### src/rtl/nec_cmd_fifo.sv
// Buffers decoded NEC frames and in-window repeat codes in a small FWFT FIFO with registered head outputs.
// Optional address filter enabled by defining NEC_ADDR_FILTER_EN (adds filter_en_i / filter_addr_i).
module nec_cmd_fifo #(
  parameter int unsigned DEPTH          = 4,
  parameter int unsigned REPEAT_TIMEOUT = 4800000
) (
  input  logic                        clk,
  input  logic                        rst_n,
  input  logic                        frame_valid_i,
  input  logic [7:0]                  frame_addr_i,
  input  logic [7:0]                  frame_data_i,
  input  logic                        frame_repeat_i,
  output logic                        cmd_valid_o,
  input  logic                        cmd_ready_i,
  output logic [7:0]                  cmd_addr_o,
  output logic [7:0]                  cmd_data_o,
  output logic                        cmd_repeat_o,
  output logic [$clog2(DEPTH):0]      level_o,
  output logic                        overflow_o,
  input  logic                        clr_overflow_i
`ifdef NEC_ADDR_FILTER_EN
  ,
  input  logic                        filter_en_i,
  input  logic [7:0]                  filter_addr_i
`endif
);

  localparam int unsigned AW = (DEPTH > 1) ? $clog2(DEPTH) : 1;
  localparam int unsigned LW = $clog2(DEPTH) + 1;
  localparam int unsigned TW = (REPEAT_TIMEOUT > 1) ? $clog2(REPEAT_TIMEOUT + 1) : 1;

  typedef struct packed {
    logic [7:0] addr;
    logic [7:0] data;
    logic       rpt;
  } cmd_t;

  cmd_t          mem_q [DEPTH];
  cmd_t          mem_d [DEPTH];
  cmd_t          head_q, head_d;
  cmd_t          push_entry;
  logic [AW-1:0] rd_ptr_q, rd_ptr_d;
  logic [AW-1:0] wr_ptr_q, wr_ptr_d;
  logic [LW-1:0] level_q, level_d;
  logic          valid_q, valid_d;
  logic          overflow_q, overflow_d;
  logic [7:0]    last_addr_q, last_addr_d;
  logic [7:0]    last_data_q, last_data_d;
  logic [TW-1:0] timer_q, timer_d;

  logic addr_match;
  logic frame_ok;
  logic rpt_ok;
  logic push_req;
  logic push;
  logic pop;
  logic full;

  // Frame acceptance: a filtered-out frame leaves the repeat context untouched
  always_comb begin
    addr_match = 1'b1;
`ifdef NEC_ADDR_FILTER_EN
    addr_match = ~filter_en_i | (frame_addr_i == filter_addr_i);
`endif
  end

  // Push/pop decisions, repeat window and FIFO next state
  always_comb begin
    frame_ok    = frame_valid_i & addr_match;
    rpt_ok      = frame_repeat_i & ~frame_valid_i & (timer_q != '0);
    push_req    = frame_ok | rpt_ok;
    full        = (level_q == LW'(DEPTH));
    pop         = valid_q & cmd_ready_i;
    push        = push_req & (~full | pop);

    push_entry      = '0;
    push_entry.addr = frame_ok ? frame_addr_i : last_addr_q;
    push_entry.data = frame_ok ? frame_data_i : last_data_q;
    push_entry.rpt  = ~frame_ok;

    last_addr_d = last_addr_q;
    last_data_d = last_data_q;
    timer_d     = timer_q;
    if (frame_ok) begin
      last_addr_d = frame_addr_i;
      last_data_d = frame_data_i;
      timer_d     = TW'(REPEAT_TIMEOUT);
    end else if (rpt_ok) begin
      timer_d     = TW'(REPEAT_TIMEOUT);
    end else if (timer_q != '0) begin
      timer_d     = timer_q - TW'(1);
    end

    mem_d = mem_q;
    if (push) begin
      mem_d[wr_ptr_q] = push_entry;
    end
    wr_ptr_d = push ? wr_ptr_q + AW'(1) : wr_ptr_q;
    rd_ptr_d = pop  ? rd_ptr_q + AW'(1) : rd_ptr_q;
    level_d  = level_q + LW'(push) - LW'(pop);
    valid_d  = (level_d != '0);
    head_d   = valid_d ? mem_d[rd_ptr_d] : '0;

    // Drop only when full and nothing leaves this cycle; set beats clear
    overflow_d = overflow_q;
    if (clr_overflow_i) begin
      overflow_d = 1'b0;
    end
    if (push_req & full & ~pop) begin
      overflow_d = 1'b1;
    end
  end

  always_ff @(posedge clk or negedge rst_n) begin
    if (!rst_n) begin
      for (int i = 0; i < int'(DEPTH); i++) begin
        mem_q[i] <= '0;
      end
      head_q      <= '0;
      rd_ptr_q    <= '0;
      wr_ptr_q    <= '0;
      level_q     <= '0;
      valid_q     <= 1'b0;
      overflow_q  <= 1'b0;
      last_addr_q <= '0;
      last_data_q <= '0;
      timer_q     <= '0;
    end else begin
      mem_q       <= mem_d;
      head_q      <= head_d;
      rd_ptr_q    <= rd_ptr_d;
      wr_ptr_q    <= wr_ptr_d;
      level_q     <= level_d;
      valid_q     <= valid_d;
      overflow_q  <= overflow_d;
      last_addr_q <= last_addr_d;
      last_data_q <= last_data_d;
      timer_q     <= timer_d;
    end
  end

  assign cmd_valid_o  = valid_q;
  assign cmd_addr_o   = head_q.addr;
  assign cmd_data_o   = head_q.data;
  assign cmd_repeat_o = head_q.rpt;
  assign level_o      = level_q;
  assign overflow_o   = overflow_q;

endmodule

### config.mk
export PLATFORM = sky130hd
export DESIGN_NAME = nec_cmd_fifo
export DESIGN_NICKNAME = d
export VERILOG_FILES = /design/src/rtl/nec_cmd_fifo.sv
export SDC_FILE = /design/constraint.sdc
export NUM_CORES = 1
export LEC_CHECK = 0
export CAP_MARGIN = 10
export CELL_PAD_IN_SITES_DETAIL_PLACEMENT = 1
export CELL_PAD_IN_SITES_GLOBAL_PLACEMENT = 1
export CORE_ASPECT_RATIO = 1.1
export CORE_MARGIN = 2
export CORE_UTILIZATION = 45
export CTS_CLUSTER_DIAMETER = 60
export DETAILED_ROUTE_END_ITERATION = 10
export MAX_ROUTING_LAYER = met4
export PLACE_DENSITY = 0.89
export SLEW_MARGIN = 30
export SYNTH_ARGS = -nofsm -noshare
export SYNTH_HDL_FRONTEND = slang
export SYNTH_SLANG_ARGS = --single-unit
### constraint.sdc
create_clock -name clk -period 4.9 [get_ports clk]
set_input_delay 0.98 -clock clk [delete_from_list [all_inputs] [get_ports clk]]
set_output_delay 0.98 -clock clk [all_outputs]
set_load 0.03 [all_outputs]
==> results.toml, run 1 <==
[status]
outcome = "completed"

[critical_path]
start_kind = "input port"
r2r_start = "timer_q[0]$_DFFE_PN0P_"
r2r.worst_path.cells = 16
required_ns = 5.16
crit_path_end_kind = "flip-flop"
worst-r2r-setup-slack_ns = 0.86
crit_chain = "clkdlybuf4s50_1 > a211oi_1 > a21oi_1 > o21ai_0 > ha_1 > inv_1 > ha_1 > fa_1 > xnor3_1 > or3_1 > o311ai_2 > buf_4 > nand2_1 > o221ai_1 > a211oi_1"
critPathKind = "input port to flip-flop"
cp_max_fo = 16
critPathMaxStageDelay_ns = 0.53
cp_top_family = "compound AO/OA/AOI/OAI gates"
critPathSlowestCell = "clkdlybuf4s50_1"
worstPathArrival_ns = 4.57
cp.buffers_inverters = 3
r2r_end = "cmd_data_o[0]$_DFF_PN0_"

[die]
fp.dieH_um = 126.6
io_pins = 44
rows = 44
dieArea_um2 = 14610
core-area_um2 = 13270
start_util = 0.4633
die_x_um = 115.4

[synthesis]
syn_nets = 604
synth_xor_xnor_area_share = 0.02789
syn_inst = 574
synth_common_cells = "dfrtp_1, nor2_1, inv_1"
synth_top_area_frac = 0.5414
muxShareOfSynthArea = 0.05882
yosys.area_share.simple = 0.1390
synth_adder_area_share = 0.01750
seq_area_frac_synth = 0.5414
ys_seq_elements = 133
synth_area_leaders = "dfrtp_1, nor2_1, o21ai_0"
synth_compound_area_frac = 0.1628
syn_area_per_cell_um2 = 10.71
synth.distinct_cells = 57
syn_area_um2 = 6147
synthArstFlopShare = 1.000
synth_edf_count = 0
synth_top_family_by_area = "compound AO/OA/AOI/OAI gates"
synth_most_common_cell = "dfrtp_1"
synth_flop_cell = "dfrtp_1"
yosysWarnings = 0
synth_top_area_cell = "dfrtp_1"

[worst_hold_path]
hold_path_end = "mem_q[30]$_DFF_PN0_"
min_path_type = "flip-flop to flip-flop"
worstHoldStart = "mem_q[30]$_DFF_PN0_"
min_path_cells = 1

[detailed_routing]
drt_iter0_drc = 239
wl_mm = 16.98
vias = 4611
drc = 0
post_drt_wl_per_cell_um = 20.81
drtPass1Iterations = 5
viasPerCell = 5.651
ant_nets = 0

[clock_network]
cts_tree = "built"
cts_setup_buffers = 0
cts.clk_slew.worst_paths_ns = 0.06
clock_latency_ns = 0.42
hold_buffers = 0
ctsResizeCount = 0
clock-sinks = 133
htree_levels = 4
cts_buffers = 17
cts-root-buf = "clkbuf_16"
cts_buffer_depth = 2

[pwr]
powerDensity_nw_per_um2 = 721.4
p_leak_nw = 3.201
internal-power_mw = 3.162
p_comb_frac = 0.442
p_clk_frac = 0.226
net-switching-power_mw = 2.115
vdd_drop_max_mv = 0.3951
swShare = 0.4008
power_frac_seq = 0.332

[cells_and_area]
syn_to_final_growth_pct = 19.01
drive_above_1_share = 0.1456
multi_input_area_um2 = 2499
ff_latch_area_um2 = 3328
diodes = 0
nets = 650
final_cells = 816
fillCellCount = 1407

[timing]
fmax_ghz = 0.2321
layout_min_cycle_time_ns = 4.308
finalSetupViolCount = 0
fin_worst_skew_ns = 0.009101
holdWs_ns = 0.4859
slew_headroom = 0.3680
worst_pin_slew_ns = 0.9479
finalMaxSlewViolations = 0
period_share = 0.8793
final-hold-violation-count = 0
setup_tns_ns = 0
rsz0062_at_grt = "no"

[placed_design]
placed_cells = 785
place_congestion = 0.8050
port_buffers = 43
dp_hpwl_mm = 10.86

[global_routing]
grt_pass1_wl_mm = 28.15
antenna_found_initial = 0
grt_max_degree = 97
grt_pass1_vias = 5440
track_usage = 0.2602
grt_overflow_total = 0

[job]
drv_cap = 0
==> per-layer routing <==
metal	GRT usage	share of wire	vias up
li1	-	-	2080
met1	0.2874	0.39	2400
met2	0.4551	0.55	95
met3	0.06116	0.032	36
met4	0.09284	0.023	0
met5	-	0	-
==> worst max path at each step <==
stage | startpoint | to | slack (ns) | cells after the start
after floorplan | frame_repeat_i | cmd_addr_o[7]$_DFF_PN0_ | 0.83 | 15
after global placement | cmd_ready_i | cmd_data_o[5]$_DFF_PN0_ | 0.50 | 15
after detailed placement | cmd_ready_i | cmd_data_o[1]$_DFF_PN0_ | 0.26 | 15
after CTS | cmd_ready_i | cmd_data_o[1]$_DFF_PN0_ | 0.66 | 15
after global routing | cmd_ready_i | cmd_data_o[0]$_DFF_PN0_ | 0.42 | 15
final | cmd_ready_i | cmd_data_o[0]$_DFF_PN0_ | 0.59 | 15
==> sequential cells by signal, indices dropped and copies added, names as in the netlist <==
signal / cells
last_addr_q: 8
wr_ptr_q: 2
rd_ptr_q: 2
cmd_addr_o: 8
cmd_data_o: 8
cmd_valid_o: 1
overflow_o: 1
level_o: 3
cmd_repeat_o: 1
timer_q: 23
last_data_q: 8
mem_q: 68
==> cells in the final DEF, fill, tap and decap left out, types with 10 or more instances in the layout <==
cell type        synthesis  final
mux2_2                  12     12
nor2_1                  70     69
dfrtp_1                133    133
buf_4                    2     13
o21ai_0                 39     39
a21o_1                  16     16
a21oi_1                 27     27
clkdlybuf4s50_1          0     42
nand2_1                 43     43
clkbuf_16                0     17
o221ai_2                10     10
xnor2_1                 15     15
a211oi_2                10     10
inv_1                   47     47
mux2i_1                 17     17
nor3_1                  16     16
==> layout make-up <==
class,instances,area share
Inverter,47,0.02411
Multi-Input combinational cell,365,0.3415
Tap cell,184,0.03147
Sequential cell,133,0.4549
Clock inverter,12,0.01471
Timing Repair Buffer,56,0.07269
Clock buffer,19,0.06054
==> through the flow <==
step           utilization  setup WS [ns]  cell area, µm²  total power, mW
6_report            0.5514         0.5915            7316            5.278
5_1_grt             0.5514         0.4204            7316            5.591
4_1_cts             0.5512         0.6614            7313            5.310
3_5_place_dp        0.5097         0.2637            6763            4.051
3_3_place_gp        0.5095         0.4958            6760            3.867
2_1_floorplan            -         0.8259            6147            3.314
==> logic make-up after synthesis <==
kind of cell	after synthesis
AND/OR/NAND/NOR	173
XOR/XNOR	18
buffers and inverters	76
flip-flops	133
multiplexers	34
adder cells (fa/ha/maj)	8
AO/OA/AOI/OAI	132
==> worst reg2reg max path: stages, from the launching register on <==
cell and delay [ns]:
dfrtp_1 0.38, inv_1 0.11, ha_1 0.21, nor3b_1 0.34, nand4_1 0.13, buf_4 0.22, o21ai_0 0.41, ha_1 0.32
inv_1 0.08, ha_1 0.16, fa_1 0.45, or3_1 0.41, o311ai_2 0.10, buf_4 0.30, nand2_1 0.09, o221ai_1 0.09
a211oi_1 0.10
==> power groups by stage <==
stage / Combinational, mW / Clock [mW] / Sequential [mW]
2_1_floorplan: 1.45 / 0 / 1.86
3_3_place_gp: 2.14 / 0 / 1.73
3_5_place_dp: 2.30 / 0 / 1.75
4_1_cts: 2.35 / 1.21 / 1.76
5_1_grt: 2.54 / 1.26 / 1.79
6_report: 2.33 / 1.19 / 1.75
No activity file was read; power rests on OpenSTA's default activity.
==> run 2: changes to the inputs <==
--- a/config.mk
+++ b/config.mk
@@ -11,7 +11,7 @@
 export CORE_ASPECT_RATIO = 1.1
 export CORE_MARGIN = 2
 export CORE_UTILIZATION = 45
-export CTS_CLUSTER_DIAMETER = 60
+export CTS_CLUSTER_DIAMETER = 200
 export DETAILED_ROUTE_END_ITERATION = 10
 export MAX_ROUTING_LAYER = met4
 export PLACE_DENSITY = 0.89
==> results of run 2 <==
Final layout, timing and power as in run 1 (identical DEF).
